$ cat config.mk
export PLATFORM = sky130hd
export DESIGN_NAME = kmap_scanner
export DESIGN_NICKNAME = d
export VERILOG_FILES = /design/src/rtl/kmap_scanner.sv
export SDC_FILE = /design/constraint.sdc
export NUM_CORES = 1
export LEC_CHECK = 0
export CELL_PAD_IN_SITES_DETAIL_PLACEMENT = 0
export CELL_PAD_IN_SITES_GLOBAL_PLACEMENT = 1
export CORE_ASPECT_RATIO = 1.2
export CORE_MARGIN = 10
export CORE_UTILIZATION = 40
export CTS_CLUSTER_DIAMETER = 60
export DETAILED_ROUTE_END_ITERATION = 10
export MAX_ROUTING_LAYER = met4
export PLACE_DENSITY = 0.8
export SYNTH_ARGS = -nofsm -noshare
export SYNTH_HDL_FRONTEND = slang
export SYNTH_SLANG_ARGS = --single-unit
$ cat constraint.sdc
create_clock -name clk -period 2.8 [get_ports clk]
set_input_delay 0.56 -clock clk [delete_from_list [all_inputs] [get_ports clk]]
set_output_delay 0.56 -clock clk [all_outputs]
set_load 0.02 [all_outputs]
$ cat src/rtl/kmap_scanner.sv
// rtl/kmap_scanner.sv - exhaustive 4-input stimulus/response scanner with truth-table check
//
// Purpose:
//   Drives all 16 input vectors {a,b,c,d} of a combinational block.
//   Vectors are visited in binary-reflected Gray order or in binary order.
//   Each vector is held for SETTLE cycles, and `out` is sampled on the last
//   cycle of the hold. The sampled responses build a 16-bit truth table.
//   The scanner counts minterms and compares the table with a golden value
//   that was latched at start.
//
// Parameters:
//   SETTLE      cycles each vector is held before sampling (1..255)
//   GRAY_ORDER  1 = Gray order (k ^ (k>>1)), 0 = binary order k
//
// Ports:
//   clk            rising-edge clock
//   reset          synchronous, active-high reset
//   start          one-cycle scan request, honoured only in IDLE
//   expected       golden truth table, captured when start is accepted
//   out            response of the combinational block under test
//   a,b,c,d        applied vector, a = bit 3 (MSB), d = bit 0 (LSB)
//   busy           high while scanning
//   done           one-cycle pulse when the scan completes
//   truth_table    captured responses, bit index = {a,b,c,d}
//   minterm_count  number of vectors for which out = 1 (0..16)
//   pass           truth_table == latched expected
//                  valid from done until the next accepted start

module kmap_scanner #(
    parameter int unsigned SETTLE     = 1,
    parameter bit          GRAY_ORDER = 1'b1
) (
    input  logic        clk,
    input  logic        reset,
    input  logic        start,
    input  logic [15:0] expected,
    input  logic        out,
    output logic        a,
    output logic        b,
    output logic        c,
    output logic        d,
    output logic        busy,
    output logic        done,
    output logic [15:0] truth_table,
    output logic [4:0]  minterm_count,
    output logic        pass
);

    typedef enum logic [1:0] {
        S_IDLE = 2'd0,
        S_SCAN = 2'd1,
        S_DONE = 2'd2
    } state_t;

    localparam logic [7:0] HOLD_LAST = 8'(SETTLE - 1);

    state_t      state;
    state_t      state_next;
    logic [3:0]  step;
    logic [7:0]  hold;
    logic [3:0]  vec;
    logic [15:0] exp_q;
    logic [15:0] tbl;
    logic [15:0] tbl_sampled;
    logic [4:0]  cnt;
    logic        pass_q;
    logic        sample;

    // Maps a scan step index to the vector applied at that step.
    function automatic logic [3:0] vec_of(input logic [3:0] k);
        if (GRAY_ORDER)
            return k ^ (k >> 1);
        else
            return k;
    endfunction

    // Sampling happens on the last cycle of the hold window.
    assign sample = (state == S_SCAN) && (hold == HOLD_LAST);

    // The table as it looks once the current response is written.
    // The pass comparison uses this value so that it includes the final bit.
    always_comb begin
        tbl_sampled      = tbl;
        tbl_sampled[vec] = out;
    end

    always_comb begin
        state_next = state;
        case (state)
            S_IDLE:  if (start) state_next = S_SCAN;
            S_SCAN:  if (sample && (step == 4'd15)) state_next = S_DONE;
            S_DONE:  state_next = S_IDLE;
            default: state_next = S_IDLE;
        endcase
    end

    always_ff @(posedge clk) begin
        if (reset) begin
            state  <= S_IDLE;
            step   <= 4'd0;
            hold   <= 8'd0;
            vec    <= 4'd0;
            exp_q  <= 16'd0;
            tbl    <= 16'd0;
            cnt    <= 5'd0;
            pass_q <= 1'b0;
        end else begin
            state <= state_next;
            case (state)
                S_IDLE: begin
                    if (start) begin
                        tbl    <= 16'd0;
                        cnt    <= 5'd0;
                        pass_q <= 1'b0;
                        exp_q  <= expected;
                        step   <= 4'd0;
                        hold   <= 8'd0;
                        vec    <= vec_of(4'd0);
                    end
                end
                S_SCAN: begin
                    if (sample) begin
                        tbl <= tbl_sampled;
                        cnt <= cnt + {4'd0, out};
                        if (step == 4'd15) begin
                            pass_q <= (tbl_sampled == exp_q);
                        end else begin
                            step <= step + 4'd1;
                            vec  <= vec_of(step + 4'd1);
                            hold <= 8'd0;
                        end
                    end else begin
                        hold <= hold + 8'd1;
                    end
                end
                default: ;
            endcase
        end
    end

    assign {a, b, c, d}  = vec;
    assign busy          = (state == S_SCAN);
    assign done          = (state == S_DONE);
    assign truth_table   = tbl;
    assign minterm_count = cnt;
    assign pass          = pass_q;

endmodule

After elaboration in Yosys (flattened, before gate mapping)
Cells that the tools add are included.

word-level totals
  memories = 0
  bits of input ports = 20
  ROM bits = 0
  memory bits (writable) = 0
  bits in registers = 56
  bits in latches = 0

operators by class
  mux-type cells = 27
  bitwise gates (word level) = 1
  shift-type cells = 0
  $lt $le $gt $ge = 2
  add/subtract/negate cells = 3
  equal/unequal tests = 10
  reduce and logical (&&, ||, !) cells = 12
  divide/modulo/power cells = 0
  $mul = 0

operators with widths
  operator               count
  $mux W16               2
  $pmux W16 S2           1
  $mux W8                3
  $mux W4                5
  $bwmux W16             1
  $eq A16 B16 Y1         1
  $pmux W4 S2            2
  $pmux W8 S2            1
  $mux W5                2
  $pmux W5 S2            1
  $add A8 B1 Y8 const B  1
  $logic_not A8 Y1       1
  $reduce_and A4 Y1      2
  $ne A2 B1 Y1 const B   3
  $reduce_and A3 Y1      2
  $add A5 B1 Y5          1
  $lt A4 B5 Y1 const B   1
  $add A4 B1 Y4 const B  1
  $demux W1 S4           1
  $eq A4 B4 Y1 const B   1
  $ge A4 B1 Y1 const B   1
  $mux W1                4
  $mux W2                2
  $ne A2 B2 Y1 const B   2
  10 further kinds       13

Logic depth before layout (Yosys ltp)
Gate-level depths: netlist of run 1.

  depth in word-level cells = 9
  mapped depth = 10
  depth with buffers taken out = 8

Worst setup path before layout of run 1
Ideal clock, no wire load.

  path kind = register -> register
  from = reg vec[2]
  to = reg pass_q (netlist: pass)
  stages on the path, launching flop included = 8
  setup time = 0.059 ns
  buffers on the path = 1
  data arrival time = 1.911 ns
  period minus slack after synthesis = 1.970 ns
  data required time = 2.741 ns
  path slack = 0.830 ns
  path through = dfxtp_1 -> buf_6 -> mux2i_1 -> nor4_1 -> or4_1 -> nor4b_2 -> nand4_1 -> nand2_1

on the way
  longest elaborated chain between the ends = 9
  elaborated cells on any way between the ends = 10

RTL lines
  what                                                                RTL line  source
  start, declared                                                     61        logic [3:0] vec;
  start signal, assigned                                              118       vec <= vec_of(4'd0);
  start signal, assigned                                              129       vec <= vec_of(step + 4'd1);
  $lt A4 B5 Y1 (implied by the code) or $ge A4 B1 Y1 (tied branches)  84        tbl_sampled[vec] = out;
  $logic_and A1 B1 Y1 (implied by the code)                           84
  $mux W1 (implied by the code)                                       84
  $demux W1 S4 *                                                      84
  $bwmux W16 *                                                        84
  $eq A16 B16 Y1 *                                                    126       pass_q <= (tbl_sampled == exp_q);
  $mux W1 *                                                           125       if (step == 4'd15) begin
  $mux W1 *                                                           122       if (sample) begin
  $pmux W1 S2 *                                                       109       case (state)
  end signal, assigned                                                126
  end, declared                                                       66        logic pass_q;

Every way passes the cells marked *; elsewhere a longest branch is shown, timed or not. The select of a mux whose other input is x is not followed.
A chain may end at the register's enable or synchronous reset.

Worst setup path in the final report of run 1
  from = reg vec[2]
  to = out b

RTL lines
  what           RTL line  source
  end, declared  39        output logic b,

No word-level cell between the ends.

==> results.md, run 1 <==
| Group | Result | This run |
|---|---|---|
| floorplan | Floorplan die height | 118 um |
| route | Final routed DRC violation total | 0 |
| setup path | Worst Setup Start Kind | flop |
| grt | Largest net degree at the start of global routing | 46 |
| grt | Overflow left after global routing | 0 |
| synthesis | Warnings from Yosys | 0 |
| synthesis | Fraction of synthesis flops using an asynchronous set or reset pin | 0 |
| grt | All-Layer GR Usage | 0.144 |
| floorplan | Die area | 0.0120 mm^2 |
| finish | Util after Layout | 0.494 |
| floorplan | IO Pins | 48 |
| finish | Net count reported at finish | 446 |
| route | Overall routed net length | 8330 um |
| clock tree | Clock net sink count | 55 |
| sta | Final number of setup-violating endpoints | 0 |
| grt | Wire length of the first global-routing pass | 14000 um |
| grt | Number of global-route vias before repair | 2844 |
| sta | Unrepaired setup endpoints after global routing | false |
| synthesis | Area share of the largest cell type after synthesis | 0.345 |
| finish | Share of post-route cells with drive strength above 1 | 0.0782 |
| sta | Slew at the pin closest to its max-slew limit | 0.683 ns |
| finish | Number of fill cells | 798 |
| clock tree | Deepest clock path buffer count | 2 |
| route | Via count | 2832 |
| synthesis | Number of standard cells after synthesis | 382 |
| place | Number of port buffers | 47 |
| synthesis | Mean instance size in the synthesized netlist | 8.37 um^2 |
| clock tree | Root Buffer Master | clkbuf_8 |
| grt | Number of antenna violations at the first check in global routing | 0 |
| route | Routed wirelength normalized by instance count | 16.2 um |
| job | Maximum Capacitance Violations | 0 |
| clock tree | Number of buffers added to fix hold violations after cts | 0 |
| clock tree | Clock tree from TritonCTS | built |
| synthesis | Cell types with the largest area share after synthesis | dfxtp_1 (34%), nand2_1 (5.6%), xor2_1 (4.7%) |
| synthesis | Most instantiated flip-flop cell in the synthesis netlist | dfxtp_1 |
| route | Detail Route Antenna Nets | 0 |
| finish | Number of antenna repair diodes | 0 |
| pwr | Leak pwr | 1.38 nW |
| finish | Area added between synthesis and finish | 19.9% |
| sta | Final period util | 0.913 |
| sta | Achievable clock frequency | 0.391 GHz |
| clock tree | Post-cts resize count | 0 |
| synthesis | Syn_nets | 407 |
| clock tree | Worst skew pair latency | 0.32 ns |
| synthesis | Post-Syn Area | 0.00320 mm^2 |
| synthesis | Number of distinct library cell variants in the gate-level netlist after synthesis | 54 |
| route | DR vias/cell | 5.51 |
| place | Last weighted congestion value of the routability-driven placer | 0.817 |
| floorplan | Core Box Area | 0.00775 mm^2 |
| run status | Status | complete, no violations |
| pwr | Worst voltage drop across the vdd grid | 221 uV |
| pwr | Pwr Density | 427 mW/mm^2 |
| sta | Final Slew Violations | 0 |
| setup path | Crit Path Max Fanout | 18 |
| synthesis | Number of enable flip-flop cells after synthesis | 0 |
| setup path | Classification of the worst setup path | reg2out |
| worst hold path | Class of the worst hold path | reg2reg |
| floorplan | Starting density of the core | 0.412 |
| sta | Final setup TNS | 0 ns |
| floorplan | Die width | 102 um |
| sta | Min Tclk post-route | 2.56 ns |
| synthesis | Seq/Total Area, Yosys | 0.345 |
| pwr | Total power draw | 1.64 mW |
| clock tree | Number of setup buffers added after CTS | 0 |
| setup path | CP Capture Type | output port |
| sta | Worst slew margin relative to its limit | 0.544 |
| clock tree | Reg clk slew, reported paths | 0.10 ns |
| sta | Post-Route Skew | 0.00917 ns |
| sta | Hold violation total from the final report | 0 |
| route | Iter 0 DRT Violations | 156 |
| synthesis | Synthesis-stage register bit count | 55 |
| setup path | Worst path required time | 2.24 ns |
| floorplan | Total number of placement rows | 35 |
| route | Pre-antenna DRT Iters | 5 |
| synthesis | Cell type with the highest aggregate area in the netlist | dfxtp_1 |
| clock tree | Clock buffers created by TritonCTS | 5 |
| setup path | WP data arrival | 2.00 ns |
| clock tree | Maximum level of the CTS H-tree | 2 |
| place | Hpwl dp | 6030 um |
synthesized netlist by cell type, drive strengths merged (2+ instances only):
library cell	number
dfxtp	55
nand2	48
nor2	36
a21oi	26
a22oi	18
nand2b	18
o21ai	18
xor2	17
buf	15
mux2i	12
clkbuf	11
nand4	10
inv	8
nand3	8
and4bb	6
nor3	6
nor4b	6
xnor2	6
ha	5
nor3b	5
and2	4
and3	4
nor2b	4
or4	4
and4b	3
nor4	3
a2111oi	2
a311oi	2
and3b	2
o211ai	2
o32ai	2
or3	2
critical path: stages, from the launching register on:
cell,delay (ns)
dfxtp_1,0.77
buf_4,0.29
clkdlybuf4s50_1,0.62
where the power goes:
group	internal, mW	leakage (nW)	total (mW)	switching [mW]
Sequential	0.803	0.446	0.834	0.0310
Combinational	0.109	0.874	0.241	0.132
Clock	0.276	0.0607	0.560	0.284
metrics by stage:
stage,worst slack (ns),area (um^2),cells,hold WS (ns)
after CTS,0.239,3830,514,0.487
after global routing,0.152,3830,514,0.519
after global placement,0.396,3710,506,0.476
after floorplan,0.830,3200,382,0.448
after detailed placement,0.328,3710,506,0.471
final,0.243,3830,514,0.486
routing by layer:
metal  track usage  vias up  wire length, um
met5             -        -                0
met4        0.0367        0              136
met3        0.0252        9              286
met2         0.245       49             4200
met1         0.168     1332             3710
li1              -     1442                -
sequential cells by signal, indices dropped and copies added, names as in the netlist:
name and count:
step 3, vec 4, minterm_count 5, exp_q 16, truth_table 16, pass 1
state 2, hold 8
cell type report:
cell class,count,area [um^2],area share
Multi-Input combinational cell,293,1910,0.499
Sequential cell,55,1100,0.287
Inverter,8,30.0,0.00784
Timing Repair Buffer,58,553,0.144
Clock buffer,5,68.8,0.0180
Tap cell,92,115,0.0300
Clock inverter,3,50.0,0.0131
logic make-up after synthesis:
| kind of cell | after synthesis | share of synthesized area |
|---|---|---|
| flops | 55 | 0.345 |
| simple gates | 174 | 0.318 |
| fa+ha+maj | 5 | 0.0196 |
| compound gates | 78 | 0.157 |
| mux | 13 | 0.0411 |
| xor+xnor | 23 | 0.0630 |
| buf+inv | 34 | 0.0568 |
placed cells by master, fill, tap and decap left out, types with 10 or more instances in the layout:
master,netlist,layout
buf_4,2,11
mux2i_1,12,12
o21ai_0,18,18
a21oi_1,26,26
nand2_1,48,48
clkdlybuf4s50_1,0,47
dfxtp_1,55,55
nand4_1,10,10
xor2_1,17,17
a22oi_1,18,18
nor2_1,36,36
nand2b_1,18,18
final timing paths:
path	from	to	slack, ns	cells after the start
setup reg to reg	vec[2]$_SDFFE_PP0P_	pass$_SDFFE_PP0P_	0.45	7
setup / recovery	vec[2]$_SDFFE_PP0P_	b	0.24	2
hold / removal	exp_q[1]$_SDFFE_PP0P_	exp_q[1]$_SDFFE_PP0P_	0.49	2
hold reg to reg	exp_q[1]$_SDFFE_PP0P_	exp_q[1]$_SDFFE_PP0P_	0.49	2
No activity file was read; power rests on OpenSTA's default activity.
==> run 2, diff against run 1 <==
- CORE_UTILIZATION: 40 -> 44
- PLACE_DENSITY: 0.8 -> 0.87
- SKIP_LAST_GASP: default -> 1
==> results.md, run 2 (synthesis results as in run 1) <==
| Group | Result | This run | Delta |
|---|---|---|---|
| pwr | Total power draw | 1.63 mW | -0.19% |
| grt | Number of global-route vias before repair | 2743 | -3.6% |
| sta | Unrepaired setup endpoints after global routing | false |  |
| finish | Finished layout cell area | 0.00385 mm^2 | +0.49% |
| grt | All-Layer GR Usage | 0.143 | -0.00102 |
| finish | Share of post-route cells with drive strength above 1 | 0.0847 | +0.00651 |
| floorplan | Floorplan die height | 113 um | -3.9% |
| setup path | Worst path cell trace | buf_4 > clkdlybuf4s50_1 |  |
| setup path | Worst Setup Start Kind | flop |  |
| clock tree | Number of buffers added to fix hold violations after cts | 0 | unchanged |
| setup path | Crit Path Max Fanout | 15 | -3 |
| sta | Final period util | 0.871 | -0.0424 |
| setup path | WP data arrival | 1.88 ns | -0.12 ns |
| setup path | Cell with the largest stage delay on the worst path | dfxtp_1 |  |
| route | Detail Route Antenna Nets | 0 | unchanged |
| route | DR vias/cell | 5.55 | +0.78% |
| finish | Net count reported at finish | 449 | +0.67% |
| place | Number of port buffers | 47 | unchanged |
| clock tree | Deepest clock path buffer count | 2 | unchanged |
| sta | Final number of setup-violating endpoints | 0 | unchanged |
| pwr | Worst voltage drop across the vdd grid | 244 uV | +11% |
| setup path | Capture point of the worst path | a |  |
| pwr | Pwr Density | 424 mW/mm^2 | -0.68% |
| sta | Hold violation total from the final report | 0 | unchanged |
| route | Routed wirelength normalized by instance count | 15.4 um | -5.0% |
| setup path | Worst r2r path cells | 7 | unchanged |
| setup path | Worst setup path start | vec[3]$_SDFFE_PP0P_ |  |
| sta | Hold Slack | 0.485 ns | -0.000840 ns |
| sta | Achievable clock frequency | 0.410 GHz | +4.9% |
| finish | Most frequent cells in the layout | dfxtp_1 (55), nand2_1 (48), clkdlybuf4s50_1 (47), nor2_1 (36), a21oi_1 (26) |  |
| place | Hpwl dp | 5940 um | -1.4% |
| finish | Number of standard cells in the final layout excluding fillers | 512 | -0.39% |
| setup path | Classification of the worst setup path | reg2out |  |
| floorplan | Starting density of the core | 0.461 | +0.0484 |
| clock tree | Worst skew pair latency | 0.31 ns | about the same |
| setup path | Startpoint of the worst register-to-register path | vec[2]$_SDFFE_PP0P_ |  |
| floorplan | Die area | 0.0111 mm^2 | -7.5% |
| floorplan | Die width | 97.8 um | -3.7% |
| floorplan | Core Box Area | 0.00694 mm^2 | -11% |
| floorplan | Total number of placement rows | 33 | -5.7% |
| setup path | Worst reg2reg setup slack | 0.47 ns | +0.02 ns |
| clock tree | Post-cts resize count | 0 | unchanged |
| clock tree | Clock buffers created by TritonCTS | 5 | unchanged |
| setup path | CP Capture Type | output port |  |
| place | Last weighted congestion value of the routability-driven placer | 0.873 | +6.8% |
| sta | Min Tclk post-route | 2.44 ns | -0.119 ns |
| clock tree | Root Buffer Master | clkbuf_8 |  |
| sta | Post-Route Skew | 0.00576 ns | -0.00341 ns |
| job | Maximum Capacitance Violations | 0 | unchanged |
| route | Pre-antenna DRT Iters | 4 | -1 |
| clock tree | Number of setup buffers added after CTS | 0 | unchanged |
| finish | Area added between synthesis and finish | 20.5% |  |
| clock tree | Reg clk slew, reported paths | 0.09 ns | about the same |
| grt | Largest net degree at the start of global routing | 46 | unchanged |
| finish | Commonest non-fill, non-tap cell in the layout | dfxtp_1 |  |
| floorplan | IO Pins | 48 | unchanged |
| finish | Util after Layout | 0.555 | +0.0607 |
| place | Cell count after placement | 504 | -0.40% |
| sta | Final worst slack | 0.362 ns | +0.119 ns |
| grt | Overflow left after global routing | 0 | unchanged |
| grt | Wire length of the first global-routing pass | 13200 um | -6.1% |
| finish | Area taken by multi-input logic gates | 0.00191 mm^2 | unchanged |
| route | Final routed DRC violation total | 0 | unchanged |
| route | Via count | 2843 | +0.39% |
| grt | Number of antenna violations at the first check in global routing | 0 | unchanged |
| setup path | Reg-to-reg critical path endpoint | pass$_SDFFE_PP0P_ |  |
| sta | Worst slew margin relative to its limit | 0.582 | +0.0378 |
| pwr | Leak pwr | 1.40 nW | +1.2% |
| sta | Final setup TNS | 0 ns | unchanged |
| sta | Final Slew Violations | 0 | unchanged |
| setup path | Delay of the slowest cell on the worst path | 0.71 ns | -0.06 ns |
| clock tree | Clock net sink count | 55 | unchanged |
| place | Pre-CTS worst setup slack | 0.357 ns | +0.0293 ns |
| sta | Slew at the pin closest to its max-slew limit | 0.628 ns | -0.0558 ns |
| finish | Number of antenna repair diodes | 0 | unchanged |
| finish | Area of all sequential standard cells | 0.00110 mm^2 | unchanged |
| route | Iter 0 DRT Violations | 121 | -22% |
| run status | Status | complete, no violations |  |
| clock tree | Clock tree from TritonCTS | built |  |
| worst hold path | Class of the worst hold path | reg2reg |  |
| setup path | Worst path required time | 2.24 ns | about the same |
| clock tree | Maximum level of the CTS H-tree | 2 | unchanged |
| place | Total cell area at the placement stage | 0.00373 mm^2 | +0.44% |
| finish | Number of fill cells | 692 | -13% |
| route | Overall routed net length | 7880 um | -5.4% |
-- run 2: cell types whose count changed in the layout (fill, tap and decap cells not counted) --
cell	previous run	this run
buf_4	11	14
clkbuf_8	5	6
inv_8	1	0
-- run 2: layer usage --
| layer | vias to the layer above | global-route usage | routed length, um |
|---|---|---|---|
| met3 | 10 | 0.0274 | 322 |
| met5 | - | - | 0 |
| met1 | 1339 | 0.160 | 3430 |
| met4 | 0 | 0.0456 | 123 |
| met2 | 44 | 0.249 | 4010 |
| li1 | 1450 | - | - |
-- run 2: worst min path at each step --
| stage | endpoint | slack, ns | cells past startpoint | startpoint |
|---|---|---|---|---|
| after floorplan | exp_q[1]$_SDFFE_PP0P_ | 0.45 | 2 | exp_q[1]$_SDFFE_PP0P_ |
| after global placement | minterm_count[0]$_SDFFE_PP0P_ | 0.47 | 2 | minterm_count[0]$_SDFFE_PP0P_ |
| after detailed placement | minterm_count[0]$_SDFFE_PP0P_ | 0.48 | 2 | minterm_count[0]$_SDFFE_PP0P_ |
| after CTS | exp_q[1]$_SDFFE_PP0P_ | 0.49 | 2 | exp_q[1]$_SDFFE_PP0P_ |
| after global routing | exp_q[1]$_SDFFE_PP0P_ | 0.51 | 2 | exp_q[1]$_SDFFE_PP0P_ |
| final | exp_q[1]$_SDFFE_PP0P_ | 0.49 | 2 | exp_q[1]$_SDFFE_PP0P_ |
-- run 2: power breakdown --
group / switching [mW] / total [mW] / internal, mW / leakage (nW)
Sequential: 0.0294 / 0.832 / 0.803 / 0.446
Clock: 0.263 / 0.558 / 0.294 / 0.0618
Combinational: 0.131 / 0.243 / 0.112 / 0.889
-- run 2: final cells by class --
cell class                      instances  share of cell area
Multi-Input combinational cell        293               0.497
Sequential cell                        55               0.286
Inverter                                8             0.00780
Timing Repair Buffer                   61               0.149
Tap cell                               87              0.0283
Clock inverter                          2              0.0101
Clock buffer                            6              0.0214
-- run 2: critical path, delay by kind of cell (launching register included) --
kind / cells / cell delay, ns
buf+inv: 2 / 0.86
flops: 1 / 0.71
==> run 3, diff against run 2 <==
- CTS_BUF_LIST: default -> sky130_fd_sc_hd__clkbuf_8 sky130_fd_sc_hd__clkbuf_16
- SLEW_MARGIN: default -> 40
==> results of run 3 <==
Same layout as run 2: the final DEF is identical, and so are final timing and power.
